===== src/rtl/pipeline_pkg.sv =====
// Shared constants for the RV32 pipeline: ALU opcodes, result-select codes,
// and the operand-forwarding select enum used by the execute stage.
package pipeline_pkg;

  localparam logic [2:0] ALU_ADD = 3'b000;
  localparam logic [2:0] ALU_SUB = 3'b001;
  localparam logic [2:0] ALU_AND = 3'b010;
  localparam logic [2:0] ALU_OR  = 3'b011;
  localparam logic [2:0] ALU_XOR = 3'b100;
  localparam logic [2:0] ALU_SLT = 3'b101;

  localparam logic [1:0] RESULT_ALU  = 2'b00;
  localparam logic [1:0] RESULT_LOAD = 2'b01;
  localparam logic [1:0] RESULT_PC4  = 2'b10;

  typedef enum logic [1:0] {
    FWD_RF  = 2'b00,
    FWD_WB  = 2'b01,
    FWD_EXM = 2'b10
  } fwd_sel_e;

endpackage


===== src/rtl/ex_stage_if.sv =====
// Bundle of everything the execute stage exchanges with its neighbours:
// ID/EX fields in, writeback bypass in, EX/MEM register and hazard/forward
// indications out. The slave side is the execute stage itself.
interface ex_stage_if #(
  parameter int XLEN = 32,
  parameter int REGW = 5
);
  logic            stall;
  logic            flush;
  logic            valid_in;
  logic [XLEN-1:0] pc_in;
  logic [XLEN-1:0] rd1_in;
  logic [XLEN-1:0] rd2_in;
  logic [XLEN-1:0] immext_in;
  logic [REGW-1:0] rs1_in;
  logic [REGW-1:0] rs2_in;
  logic [REGW-1:0] rd_in;
  logic [2:0]      alucontrol_in;
  logic            alusrc_in;
  logic            regwrite_in;
  logic            memwrite_in;
  logic [1:0]      resultsrc_in;
  logic            wb_regwrite;
  logic [REGW-1:0] wb_rd;
  logic [XLEN-1:0] wb_result;
  logic            valid_out;
  logic            regwrite_out;
  logic            memwrite_out;
  logic            zero_out;
  logic [XLEN-1:0] aluresult_out;
  logic [XLEN-1:0] writedata_out;
  logic [XLEN-1:0] pcplus4_out;
  logic [REGW-1:0] rd_out;
  logic [1:0]      resultsrc_out;
  logic            load_use;
  logic [1:0]      fwd_a;
  logic [1:0]      fwd_b;

  modport slave (
    input  stall, flush, valid_in, pc_in, rd1_in, rd2_in, immext_in,
           rs1_in, rs2_in, rd_in, alucontrol_in, alusrc_in, regwrite_in,
           memwrite_in, resultsrc_in, wb_regwrite, wb_rd, wb_result,
    output valid_out, regwrite_out, memwrite_out, zero_out, aluresult_out,
           writedata_out, pcplus4_out, rd_out, resultsrc_out, load_use,
           fwd_a, fwd_b
  );

  modport master (
    output stall, flush, valid_in, pc_in, rd1_in, rd2_in, immext_in,
           rs1_in, rs2_in, rd_in, alucontrol_in, alusrc_in, regwrite_in,
           memwrite_in, resultsrc_in, wb_regwrite, wb_rd, wb_result,
    input  valid_out, regwrite_out, memwrite_out, zero_out, aluresult_out,
           writedata_out, pcplus4_out, rd_out, resultsrc_out, load_use,
           fwd_a, fwd_b
  );
endinterface


===== src/rtl/ex_stage_alu.sv =====
// Combinational RV32 ALU: add/sub/and/or/xor/signed slt, unknown codes give 0.
module alu
  import pipeline_pkg::*;
#(
  parameter int XLEN = 32
) (
  input  logic [XLEN-1:0] a,
  input  logic [XLEN-1:0] b,
  input  logic [2:0]      op,
  output logic [XLEN-1:0] y,
  output logic            zero
);

  // Operation select; results wrap naturally at XLEN bits.
  always_comb begin
    y = '0;
    case (op)
      ALU_ADD: y = a + b;
      ALU_SUB: y = a - b;
      ALU_AND: y = a & b;
      ALU_OR:  y = a | b;
      ALU_XOR: y = a ^ b;
      ALU_SLT: y = {{(XLEN-1){1'b0}}, ($signed(a) < $signed(b))};
      default: y = '0;
    endcase
  end

  assign zero = (y == '0);

endmodule


===== src/rtl/ex_stage.sv =====
// Execute stage: operand forwarding from EX/MEM and WB, ALU, load-use bubble
// insertion, and the EX/MEM pipeline register.
module ex_stage
  import pipeline_pkg::*;
#(
  parameter int XLEN = 32,
  parameter int REGW = 5
) (
  input logic        clk,
  input logic        reset,
  ex_stage_if.slave  bus
);

  logic            r_valid;
  logic            r_regwrite;
  logic            r_memwrite;
  logic            r_zero;
  logic [XLEN-1:0] r_aluresult;
  logic [XLEN-1:0] r_writedata;
  logic [XLEN-1:0] r_pcplus4;
  logic [REGW-1:0] r_rd;
  logic [1:0]      r_resultsrc;

  logic            w_exm_ok;
  logic [XLEN-1:0] w_exm_val;
  fwd_sel_e        w_fwd_a;
  fwd_sel_e        w_fwd_b;
  logic [XLEN-1:0] w_src_a;
  logic [XLEN-1:0] w_rs2_val;
  logic [XLEN-1:0] w_src_b;
  logic [XLEN-1:0] w_alu_y;
  logic            w_alu_zero;
  logic            w_load_use;

  // A load in EX/MEM has no data yet, so it never forwards; it stalls instead.
  function automatic fwd_sel_e sel_fwd(
    input logic [REGW-1:0] rs,
    input logic            exm_ok,
    input logic [REGW-1:0] exm_rd,
    input logic            wb_ok,
    input logic [REGW-1:0] wb_rd
  );
    if (rs == '0)                       return FWD_RF;
    else if (exm_ok && (exm_rd == rs))  return FWD_EXM;
    else if (wb_ok && (wb_rd == rs))    return FWD_WB;
    else                                return FWD_RF;
  endfunction

  assign w_exm_ok  = r_valid & r_regwrite & (r_resultsrc != RESULT_LOAD);
  assign w_exm_val = (r_resultsrc == RESULT_PC4) ? r_pcplus4 : r_aluresult;
  assign w_fwd_a   = sel_fwd(bus.rs1_in, w_exm_ok, r_rd, bus.wb_regwrite, bus.wb_rd);
  assign w_fwd_b   = sel_fwd(bus.rs2_in, w_exm_ok, r_rd, bus.wb_regwrite, bus.wb_rd);

  // Forwarding muxes for both source operands.
  always_comb begin
    w_src_a   = bus.rd1_in;
    w_rs2_val = bus.rd2_in;
    case (w_fwd_a)
      FWD_EXM: w_src_a = w_exm_val;
      FWD_WB:  w_src_a = bus.wb_result;
      default: w_src_a = bus.rd1_in;
    endcase
    case (w_fwd_b)
      FWD_EXM: w_rs2_val = w_exm_val;
      FWD_WB:  w_rs2_val = bus.wb_result;
      default: w_rs2_val = bus.rd2_in;
    endcase
  end

  assign w_src_b = bus.alusrc_in ? bus.immext_in : w_rs2_val;

  // rs2 match counts even for immediate ops: the hazard check is index-only.
  assign w_load_use = bus.valid_in & r_valid & r_regwrite &
                      (r_resultsrc == RESULT_LOAD) & (r_rd != '0) &
                      ((r_rd == bus.rs1_in) | (r_rd == bus.rs2_in));

  alu #(.XLEN(XLEN)) u_alu (
    .a    (w_src_a),
    .b    (w_src_b),
    .op   (bus.alucontrol_in),
    .y    (w_alu_y),
    .zero (w_alu_zero)
  );

  // EX/MEM register: reset > flush > stall(hold) > load-use bubble > capture.
  always_ff @(posedge clk) begin
    if (!reset || bus.flush || (!bus.stall && w_load_use)) begin
      r_valid     <= 1'b0;
      r_regwrite  <= 1'b0;
      r_memwrite  <= 1'b0;
      r_zero      <= 1'b0;
      r_aluresult <= '0;
      r_writedata <= '0;
      r_pcplus4   <= '0;
      r_rd        <= '0;
      r_resultsrc <= '0;
    end else if (!bus.stall) begin
      r_valid     <= bus.valid_in;
      r_regwrite  <= bus.regwrite_in & bus.valid_in;
      r_memwrite  <= bus.memwrite_in & bus.valid_in;
      r_zero      <= w_alu_zero;
      r_aluresult <= w_alu_y;
      r_writedata <= w_rs2_val;
      r_pcplus4   <= bus.pc_in + XLEN'(4);
      r_rd        <= bus.rd_in;
      r_resultsrc <= bus.resultsrc_in;
    end
  end

  assign bus.valid_out     = r_valid;
  assign bus.regwrite_out  = r_regwrite;
  assign bus.memwrite_out  = r_memwrite;
  assign bus.zero_out      = r_zero;
  assign bus.aluresult_out = r_aluresult;
  assign bus.writedata_out = r_writedata;
  assign bus.pcplus4_out   = r_pcplus4;
  assign bus.rd_out        = r_rd;
  assign bus.resultsrc_out = r_resultsrc;
  assign bus.load_use      = w_load_use;
  assign bus.fwd_a         = w_fwd_a;
  assign bus.fwd_b         = w_fwd_b;

endmodule


===== src/flat_wrapper.sv =====
// flat-port wrapper written by rule: the top's interface ports become plain ports
module ex_stage_flat import pipeline_pkg::*;
#(
  parameter int XLEN = 32,
  parameter int REGW = 5
)
  (clk, reset, bus_stall, bus_flush, bus_valid_in, bus_pc_in, bus_rd1_in, bus_rd2_in, bus_immext_in, bus_rs1_in, bus_rs2_in, bus_rd_in, bus_alucontrol_in, bus_alusrc_in, bus_regwrite_in, bus_memwrite_in, bus_resultsrc_in, bus_wb_regwrite, bus_wb_rd, bus_wb_result, bus_valid_out, bus_regwrite_out, bus_memwrite_out, bus_zero_out, bus_aluresult_out, bus_writedata_out, bus_pcplus4_out, bus_rd_out, bus_resultsrc_out, bus_load_use, bus_fwd_a, bus_fwd_b);
  ex_stage_if #(.XLEN(XLEN), .REGW(REGW)) bus_i ();
  input logic clk;
  input logic reset;
  input wire logic [$bits(bus_i.stall)-1:0] bus_stall;
  input wire logic [$bits(bus_i.flush)-1:0] bus_flush;
  input wire logic [$bits(bus_i.valid_in)-1:0] bus_valid_in;
  input wire logic [$bits(bus_i.pc_in)-1:0] bus_pc_in;
  input wire logic [$bits(bus_i.rd1_in)-1:0] bus_rd1_in;
  input wire logic [$bits(bus_i.rd2_in)-1:0] bus_rd2_in;
  input wire logic [$bits(bus_i.immext_in)-1:0] bus_immext_in;
  input wire logic [$bits(bus_i.rs1_in)-1:0] bus_rs1_in;
  input wire logic [$bits(bus_i.rs2_in)-1:0] bus_rs2_in;
  input wire logic [$bits(bus_i.rd_in)-1:0] bus_rd_in;
  input wire logic [$bits(bus_i.alucontrol_in)-1:0] bus_alucontrol_in;
  input wire logic [$bits(bus_i.alusrc_in)-1:0] bus_alusrc_in;
  input wire logic [$bits(bus_i.regwrite_in)-1:0] bus_regwrite_in;
  input wire logic [$bits(bus_i.memwrite_in)-1:0] bus_memwrite_in;
  input wire logic [$bits(bus_i.resultsrc_in)-1:0] bus_resultsrc_in;
  input wire logic [$bits(bus_i.wb_regwrite)-1:0] bus_wb_regwrite;
  input wire logic [$bits(bus_i.wb_rd)-1:0] bus_wb_rd;
  input wire logic [$bits(bus_i.wb_result)-1:0] bus_wb_result;
  output wire logic [$bits(bus_i.valid_out)-1:0] bus_valid_out;
  output wire logic [$bits(bus_i.regwrite_out)-1:0] bus_regwrite_out;
  output wire logic [$bits(bus_i.memwrite_out)-1:0] bus_memwrite_out;
  output wire logic [$bits(bus_i.zero_out)-1:0] bus_zero_out;
  output wire logic [$bits(bus_i.aluresult_out)-1:0] bus_aluresult_out;
  output wire logic [$bits(bus_i.writedata_out)-1:0] bus_writedata_out;
  output wire logic [$bits(bus_i.pcplus4_out)-1:0] bus_pcplus4_out;
  output wire logic [$bits(bus_i.rd_out)-1:0] bus_rd_out;
  output wire logic [$bits(bus_i.resultsrc_out)-1:0] bus_resultsrc_out;
  output wire logic [$bits(bus_i.load_use)-1:0] bus_load_use;
  output wire logic [$bits(bus_i.fwd_a)-1:0] bus_fwd_a;
  output wire logic [$bits(bus_i.fwd_b)-1:0] bus_fwd_b;
  assign bus_i.stall = bus_stall;
  assign bus_i.flush = bus_flush;
  assign bus_i.valid_in = bus_valid_in;
  assign bus_i.pc_in = bus_pc_in;
  assign bus_i.rd1_in = bus_rd1_in;
  assign bus_i.rd2_in = bus_rd2_in;
  assign bus_i.immext_in = bus_immext_in;
  assign bus_i.rs1_in = bus_rs1_in;
  assign bus_i.rs2_in = bus_rs2_in;
  assign bus_i.rd_in = bus_rd_in;
  assign bus_i.alucontrol_in = bus_alucontrol_in;
  assign bus_i.alusrc_in = bus_alusrc_in;
  assign bus_i.regwrite_in = bus_regwrite_in;
  assign bus_i.memwrite_in = bus_memwrite_in;
  assign bus_i.resultsrc_in = bus_resultsrc_in;
  assign bus_i.wb_regwrite = bus_wb_regwrite;
  assign bus_i.wb_rd = bus_wb_rd;
  assign bus_i.wb_result = bus_wb_result;
  assign bus_valid_out = bus_i.valid_out;
  assign bus_regwrite_out = bus_i.regwrite_out;
  assign bus_memwrite_out = bus_i.memwrite_out;
  assign bus_zero_out = bus_i.zero_out;
  assign bus_aluresult_out = bus_i.aluresult_out;
  assign bus_writedata_out = bus_i.writedata_out;
  assign bus_pcplus4_out = bus_i.pcplus4_out;
  assign bus_rd_out = bus_i.rd_out;
  assign bus_resultsrc_out = bus_i.resultsrc_out;
  assign bus_load_use = bus_i.load_use;
  assign bus_fwd_a = bus_i.fwd_a;
  assign bus_fwd_b = bus_i.fwd_b;
  ex_stage #(.XLEN(XLEN), .REGW(REGW)) u_core (.clk(clk), .reset(reset), .bus(bus_i));
endmodule

===== config.mk =====
export PLATFORM = sky130hd
export DESIGN_NAME = ex_stage_flat
export DESIGN_NICKNAME = d
export VERILOG_FILES = /design/src/rtl/pipeline_pkg.sv /design/src/rtl/ex_stage_if.sv /design/src/rtl/ex_stage_alu.sv /design/src/rtl/ex_stage.sv /design/src/flat_wrapper.sv
export SDC_FILE = /design/constraint.sdc
export NUM_CORES = 1
export LEC_CHECK = 0
export CAP_MARGIN = 20
export CORE_ASPECT_RATIO = 1.4
export CORE_UTILIZATION = 44
export CTS_CLUSTER_DIAMETER = 80
export CTS_CLUSTER_SIZE = 20
export DETAILED_ROUTE_END_ITERATION = 10
export PLACE_DENSITY = 0.73
export SETUP_SLACK_MARGIN = 0.02
export SYNTH_ARGS = -nofsm -noshare
export SYNTH_HDL_FRONTEND = slang
export SYNTH_SLANG_ARGS = --single-unit

===== constraint.sdc =====
create_clock -name clk -period 9.25 [get_ports clk]
set_clock_uncertainty 0.2 [all_clocks]
set_input_delay 1.3875 -clock clk [delete_from_list [all_inputs] [get_ports clk]]
set_output_delay 1.3875 -clock clk [all_outputs]
set_load 0.005 [all_outputs]

## After elaboration in Yosys (flattened, before gate mapping)

Cells that the tools add are included.

| operators by class | value |
|---|---|
| multiplexer cells | 11 |
| magnitude comparators | 1 |
| equal/unequal tests | 16 |
| $add $sub $neg | 3 |
| reduce and logical (&&, ||, !) cells | 14 |
| bitwise gates (word level) | 13 |

Operator list:

| cell | number |
|---|---|
| one-hot mux 32 bit (6 select lines) | 1 |
| one-hot mux 32 bit (2 select lines) | 2 |
| 2-to-1 mux 32 bit | 2 |
| adder 32 x 3 -> 32 bit (second input constant) | 1 |
| adder 32 bit | 1 |
| bitwise AND 32 bit | 1 |
| logical NOT 32 bit | 1 |
| less-than comparator 32 bit | 1 |
| bitwise OR 32 bit | 1 |
| subtractor 32 bit | 1 |
| XOR 32 bit | 1 |
| equality test 5 bit | 4 |
| logical NOT 5 bit | 2 |
| bitwise AND 1 bit | 9 |
| 2-to-1 mux 2 bit | 4 |
| equality test 2 x 1 -> 1 bit (second input constant) | 3 |
| equality test 2 bit (second input constant) | 3 |
| equality test 3 x 2 -> 1 bit (second input constant) | 2 |
| equality test 3 bit (second input constant) | 2 |
| logical AND 1 bit | 5 |
| nonzero test 5 bit | 1 |
| equality test 3 x 1 -> 1 bit (second input constant) | 1 |
| logical NOT 3 bit | 1 |
| logical NOT 1 bit | 2 |
| 4 further kinds | 6 |

| storage, ports and cells | value |
|---|---|
| word-level logic and storage cells | 67 |
| flip-flop bits (word level) | 107 |
| input port bits | 194 |

## Depth between registers and ports, before layout

| logic depth | value |
|---|---|
| word-level depth | 11 |
| gate-level depth with buffers | 27 |

## Hierarchy

A second synthesis with hierarchy kept.

| unflattened totals | value |
|---|---|
| cells, all modules | 1872 |
| area total of the unflattened synthesis | 13080.0 um2 |

By module, submodules not included:

| module | seq. area each (um2) | area each (um2) | instances | cells an instance |
|---|---|---|---|---|
| ex_stage | 2142.1 | 7128.1 | 1 | 952 |
| alu | 0.0 | 5952.0 | 1 | 920 |

## Least setup slack after synthesis

No wires, ideal clock.

| timing path | value |
|---|---|
| path kind | in2reg |
| start point | input bus_rs2_in[0] |
| end point | register u_core.r_zero (netlist: u_core.bus.zero_out) |
| arrival | 6.996 ns |
| setup slack | 1.970 ns |
| path buffers | 2 |
| stages on the path | 25 |
| required time | 8.966 ns |
| cells stage by stage | xnor2_1 > nand3_1 > nor3_1 > and3b_1 > nor4_1 > ha_1 > clkbuf_1 > buf_1 > nor2_1 > a21oi_1 > o21ai_0 > ha_1 > inv_1 > fa_1 > o211a_1 > a311oi_1 > o22ai_1 > or4b_1 > a2111oi_0 > nand4_1 > nor3_1 > nand4_1 > or4_1 > or4_1 > o31ai_2 |

| between the ends | value |
|---|---|
| longest elaborated chain between the ends | 11 |
| elaborated cells between the ends (all ways) | 24 |
| classes of those cells | add/sub: 2; order compare: 1; eq/ne: 4; mux: 6; bitwise: 5; reduce/logical: 6 |

RTL lines:

| item | RTL line | text |
|---|---|---|
| start, declared | flat_wrapper.sv:19 | `input wire logic [$bits(bus_i.rs2_in)-1:0] bus_rs2_in;` |
| equality test 5 bit | ex_stage.sv:45 | `else if (wb_ok && (wb_rd == rs)) return FWD_WB;` |
| logical AND 1 bit | ex_stage.sv:45 |  |
| 2-to-1 mux 1 bit | ex_stage.sv:45 |  |
| 2-to-1 mux 2 bit | ex_stage.sv:44 | `else if (exm_ok && (exm_rd == rs)) return FWD_EXM;` |
| 2-to-1 mux 2 bit * | ex_stage.sv:43 | `if (rs == '0) return FWD_RF;` |
| named net bus_fwd_b[0] | flat_wrapper.sv:40 | `output wire logic [$bits(bus_i.fwd_b)-1:0] bus_fwd_b;` |
| equality test 2 x 1 -> 1 bit / equality test 2 bit (equally long branches) | ex_stage.sv:63 | `case (w_fwd_b)` |
| one-hot mux 32 bit (2 select lines) * | ex_stage.sv:63 |  |
| 2-to-1 mux 32 bit * | ex_stage.sv:70 | `assign w_src_b = bus.alusrc_in ? bus.immext_in : w_rs2_val;` |
| subtractor 32 bit (tied with other cells) | ex_stage_alu.sv:19 | `ALU_SUB: y = a - b;` |
| one-hot mux 32 bit (6 select lines) * | ex_stage_alu.sv:17 | `case (op)` |
| logical NOT 32 bit * | ex_stage_alu.sv:28 | `assign zero = (y == '0);` |
| end signal, assigned | ex_stage.sv:101 | `r_zero <= w_alu_zero;` |
| end, declared | ex_stage.sv:17 | `logic r_zero;` |

The timed path passes the listed nets; every way through them passes the cells marked *.
A chain may end at the register's enable or synchronous reset.

## Final worst setup path

| timing path | value |
|---|---|
| start point | input bus_rs2_in[1] |
| end point | register u_core.r_zero (netlist: u_core.bus.zero_out) |

| between the ends | value |
|---|---|
| longest elaborated chain between the ends | 11 |
| elaborated cells between the ends (all ways) | 24 |
| classes of those cells | add/sub: 2; order compare: 1; eq/ne: 4; mux: 6; bitwise: 5; reduce/logical: 6 |

RTL lines:

| item | RTL line |
|---|---|
| equality test 5 bit | ex_stage.sv:45 |
| logical AND 1 bit | ex_stage.sv:45 |
| 2-to-1 mux 1 bit | ex_stage.sv:45 |
| 2-to-1 mux 2 bit | ex_stage.sv:44 |
| 2-to-1 mux 2 bit | ex_stage.sv:43 |
| equality test 2 x 1 -> 1 bit / equality test 2 bit (equally long branches) | ex_stage.sv:63 |
| one-hot mux 32 bit (2 select lines) | ex_stage.sv:63 |
| 2-to-1 mux 32 bit | ex_stage.sv:70 |
| subtractor 32 bit (tied with other cells) | ex_stage_alu.sv:19 |
| one-hot mux 32 bit (6 select lines) | ex_stage_alu.sv:17 |
| logical NOT 32 bit | ex_stage_alu.sv:28 |

Parallel ways exist; a longest one is shown, timed or not.

==> qor.log <==
[timing] Relative slew margins 0.3462
[flow_run] max-cap violations 0
[die] Die Wd 140.8 µm
[synthesis] share of flip-flops with an asynchronous set or reset after synthesis 0
[die] floorplan die area 27630 µm²
[timing] Max Clock Freq 116.1 MHz
[clock_network] count of H-tree levels built during CTS 3
[clock_network] Longest Clk Path Bufs 2
[routing] average via count per standard cell 6.144
[timing] final critical-path required period 8.616 ns
[die] std cell rows 70
[routing] remaining routing DRC violations 0
[synthesis] post-synthesis instance total 1746
[setup_path] reg-to-reg critical path startpoint u_core.bus.rd_out[4]$_SDFFE_PP0N_
[synthesis] total number of yosys warnings 0
[worst_hold_path] number of cells on the worst hold path 2
[placed_design] placement-stage worst setup slack 0.3275 ns
[timing] Setup TNS 0 ns
[pwr] power density relative to cell area 109.7 nW/µm²
[setup_path] type of the worst setup path in2reg
[setup_path] element type at the critical path start primary input
[synthesis] count of flip-flops with a built-in enable after synthesis 0
[pwr] net switching power figure 0.6918 mW
[routing] number of DRC violations after detailed-routing iteration 0 1297
[clock_network] TritonCTS buffer count 9
[pwr] part of the power in combinational logic 0.455
[layout] share of final-layout standard cells stronger than drive strength 1 0.06964
[synthesis] Yosys top cell by area dfxtp_1
[layout] signed area change from the synthesized netlist to the final layout 30.95%
[layout] area taken by multi-input logic gates 8850 µm²
[clock_network] clock tree from TritonCTS done
[synthesis] synthesis-stage register bit count 107
[routing] post-route antenna net violation count 0
[timing] fraction of the cycle the final worst path needs 0.9315
[worst_hold_path] worst min-delay path category reg2reg
[timing] Final Max Slew Viols 0
[synthesis] area share of the largest cell type after synthesis 0.1806
[clock_network] insertion delay to the later sink of the worst-skew pair 0.38 ns
[synthesis] synthesized netlist net count 2047
[grt] number of global-route vias before repair 13610
[synthesis] number of distinct library cell variants in the gate-level netlist after synthesis 79
[grt] overflow left after global routing 0
[placed_design] post-placement cell area 15210 µm²
[timing] RSZ-0062 raised after global routing false
[setup_path] Worst R2R Path Depth 25
[grt] first-pass GRT wire length 79680 µm
[clock_network] root buffer selected by CTS clkbuf_16
[routing] first-pass iteration count of the detailed router 6
[placed_design] detailed placement HPWL 42160 µm
[clock_network] clock transition time at the flip-flop clock pins of the worst setup and hold paths 0.09 ns
[timing] count of final setup violators 0
[clock_network] count of hold buffers inserted by post-cts repair 0
[routing] via count 14270
[routing] routed wire length per instance 22.83 µm
[pwr] Max rail drop VDD 99.62 µV
[clock_network] Clock Sink Count 107
[worst_hold_path] startpoint of the most critical hold path u_core.bus.writedata_out[8]$_SDFFE_PP0N_
[timing] transition time at the pin with the least slew margin 0.9807 ns
[layout] filler cell count 2560
[pwr] cell internal pwr 1.013 mW
[pwr] relative contribution of sequential cells to total power 0.290
[synthesis] most used flip-flop cell after synthesis dfxtp_1
[run_status] run status completed
[pwr] switching share of power 0.4059
[layout] area taken by flip-flops and latches 2142 µm²
[grt] Total Routing Usage GR 0.3796
[synthesis] post-synthesis cell area 11860 µm²
[die] core area 26280 µm²
[timing] final worst-path setup slack 0.6337 ns
[pwr] Static Leakage 6.177 nW
[synthesis] mean instance size in the synthesized netlist 6.793 µm²
[synthesis] dominant cell by count in the synthesized netlist nor2_1
[setup_path] capture instance of the worst register-to-register path u_core.bus.zero_out$_SDFFE_PP0N_
[die] initial core utilization 0.4514
[setup_path] critical path capture point type flop
[grt] maximum number of pins on one net before global-route repair 72
[pwr] part of the power in the clock network 0.255
[clock_network] number of instances resized during post-cts repair 0
[die] Die Span Y 196.3 µm
[layout] layout net count 2292
[die] ports placed on the boundary 306
[placed_design] count of input and output buffers 305
[clock_network] post-CTS setup buffer count 0
[setup_path] worst path arrival time 8.72 ns
[grt] initial antenna violation count 1
[layout] Final Cell Area 15530 µm²
[placed_design] placer's final routability congestion estimate 0.9606
[worst_hold_path] destination of the worst hold path u_core.bus.writedata_out[8]$_SDFFE_PP0N_
[synthesis] Commonest cells post-synth nor2_1, a21oi_1, nand2_1
[setup_path] data required time at the worst endpoint 9.35 ns
[routing] wirelength, routed 53010 µm
[synthesis] sequential cell area fraction in the yosys report 0.1806
[setup_path] worst-case register-to-register setup slack 1.69 ns
[synthesis] Synth area leaders dfxtp_1, ha_1, nor2_1, a21oi_1, nand2_1
[setup_path] worst-path fanout max 22
[timing] final hold violations 0
-- registers in the layout, indices dropped and copies added, names as in the netlist --
register,flops
u_core.bus.aluresult_out,32
u_core.bus.memwrite_out,1
u_core.bus.pcplus4_out,32
u_core.bus.rd_out,5
u_core.bus.regwrite_out,1
u_core.bus.resultsrc_out,2
u_core.bus.valid_out,1
u_core.bus.writedata_out,32
u_core.bus.zero_out,1
-- worst max path at each step --
stage | from | end | slack [ns]
2_1_floorplan | bus_rs2_in[0] | u_core.bus.zero_out$_SDFFE_PP0N_ | 1.97
3_3_place_gp | bus_rs2_in[1] | u_core.bus.zero_out$_SDFFE_PP0N_ | 0.53
3_5_place_dp | bus_rs2_in[0] | u_core.bus.zero_out$_SDFFE_PP0N_ | 0.33
4_1_cts | bus_rs2_in[0] | u_core.bus.zero_out$_SDFFE_PP0N_ | 0.72
5_1_grt | bus_rs2_in[1] | u_core.bus.zero_out$_SDFFE_PP0N_ | 0.24
6_report | bus_rs2_in[1] | u_core.bus.zero_out$_SDFFE_PP0N_ | 0.63
-- power groups by stage --
stage / registers, mW / clock network [mW] / logic, mW
6_report: 0.494 / 0.434 / 0.776
5_1_grt: 0.496 / 0.454 / 0.835
4_1_cts: 0.494 / 0.436 / 0.759
3_5_place_dp: 0.504 / 0 / 0.754
3_3_place_gp: 0.504 / 0 / 0.755
2_1_floorplan: 0.499 / 0 / 0.453
-- per-stage QoR --
stage,std cells,total power [mW],utilization,hold slack [ns]
after floorplan,1746,0.9523,-,0.2680
after global placement,2304,1.259,0.5788,0.2690
after detailed placement,2304,1.258,0.5788,0.2764
after CTS,2320,1.689,0.5910,0.2945
after global routing,2321,1.784,0.5910,0.3226
final,2322,1.705,0.5911,0.2930
-- critical path, cell delays in order --
cell and delay, ns:
clkdlybuf4s50_1 0.54, xnor2_1 0.13, nand3_1 0.09, nor3_1 0.23, and3b_1 0.21, o21ai_0 0.14
inv_1 0.11, ha_1 0.80, a22oi_1 0.16, nor2_1 0.13, a21oi_1 0.06, o21ai_0 0.36
ha_1 0.28, inv_1 0.08, fa_1 0.48, o211a_1 0.23, a311oi_1 0.20, o22ai_1 0.14
or4b_1 0.53, a2111oi_0 0.46, nand4_1 0.22, nor3_1 0.26, nand4_1 0.15, or4_1 0.56
or4_1 0.55, o31ai_2 0.21
-- cell type report --
cell class,instances,share of cell area
multi-input combinational,1415,0.5698
timing repair buffer,354,0.2202
sequential,107,0.1379
tap,324,0.02610
inverter,104,0.02513
clock buffer,9,0.01450
clock inverter,7,0.006042
antenna,2,0.0003222
-- layout by cell type (no fill, tap or decap), drive strengths merged, types with 16 or more instances in the layout --
| cell | n |
|---|---|
| mux2 | 34 |
| xor2 | 25 |
| o31ai | 24 |
| a22oi | 67 |
| a211oi | 16 |
| o21ai | 112 |
| xnor2 | 38 |
| nand2 | 163 |
| dfxtp | 107 |
| clkdlybuf4s50 | 302 |
| a21oi | 218 |
| nor2 | 288 |
| o211ai | 18 |
| nor3 | 25 |
| ha | 105 |
| buf | 52 |
| inv | 107 |
| nand3 | 36 |
| mux2i | 24 |
-- layer usage --
metal,up-vias,track usage,share of wire
met3,150,0.07005,0.086
li1,6666,-,-
met2,727,0.6462,0.48
met5,-,0,0
met1,6724,0.4562,0.39
met4,0,0.1860,0.047
-- kinds of logic (layout without fill, tap and decap cells) --
logic type / after synthesis / count (layout) / synth area share
other: 0 / 2 / 0
and+or+nand+nor: 615 / 615 / 0.2262
muxes: 58 / 58 / 0.05285
adders and majority gates: 107 / 107 / 0.1141
buffers and inverters: 224 / 474 / 0.07416
xor gates and xnor gates: 63 / 63 / 0.04652
DFF: 107 / 107 / 0.1806
AOI/OAI and AO/OA: 572 / 572 / 0.3056
Power figures use the tool's default switching activity.
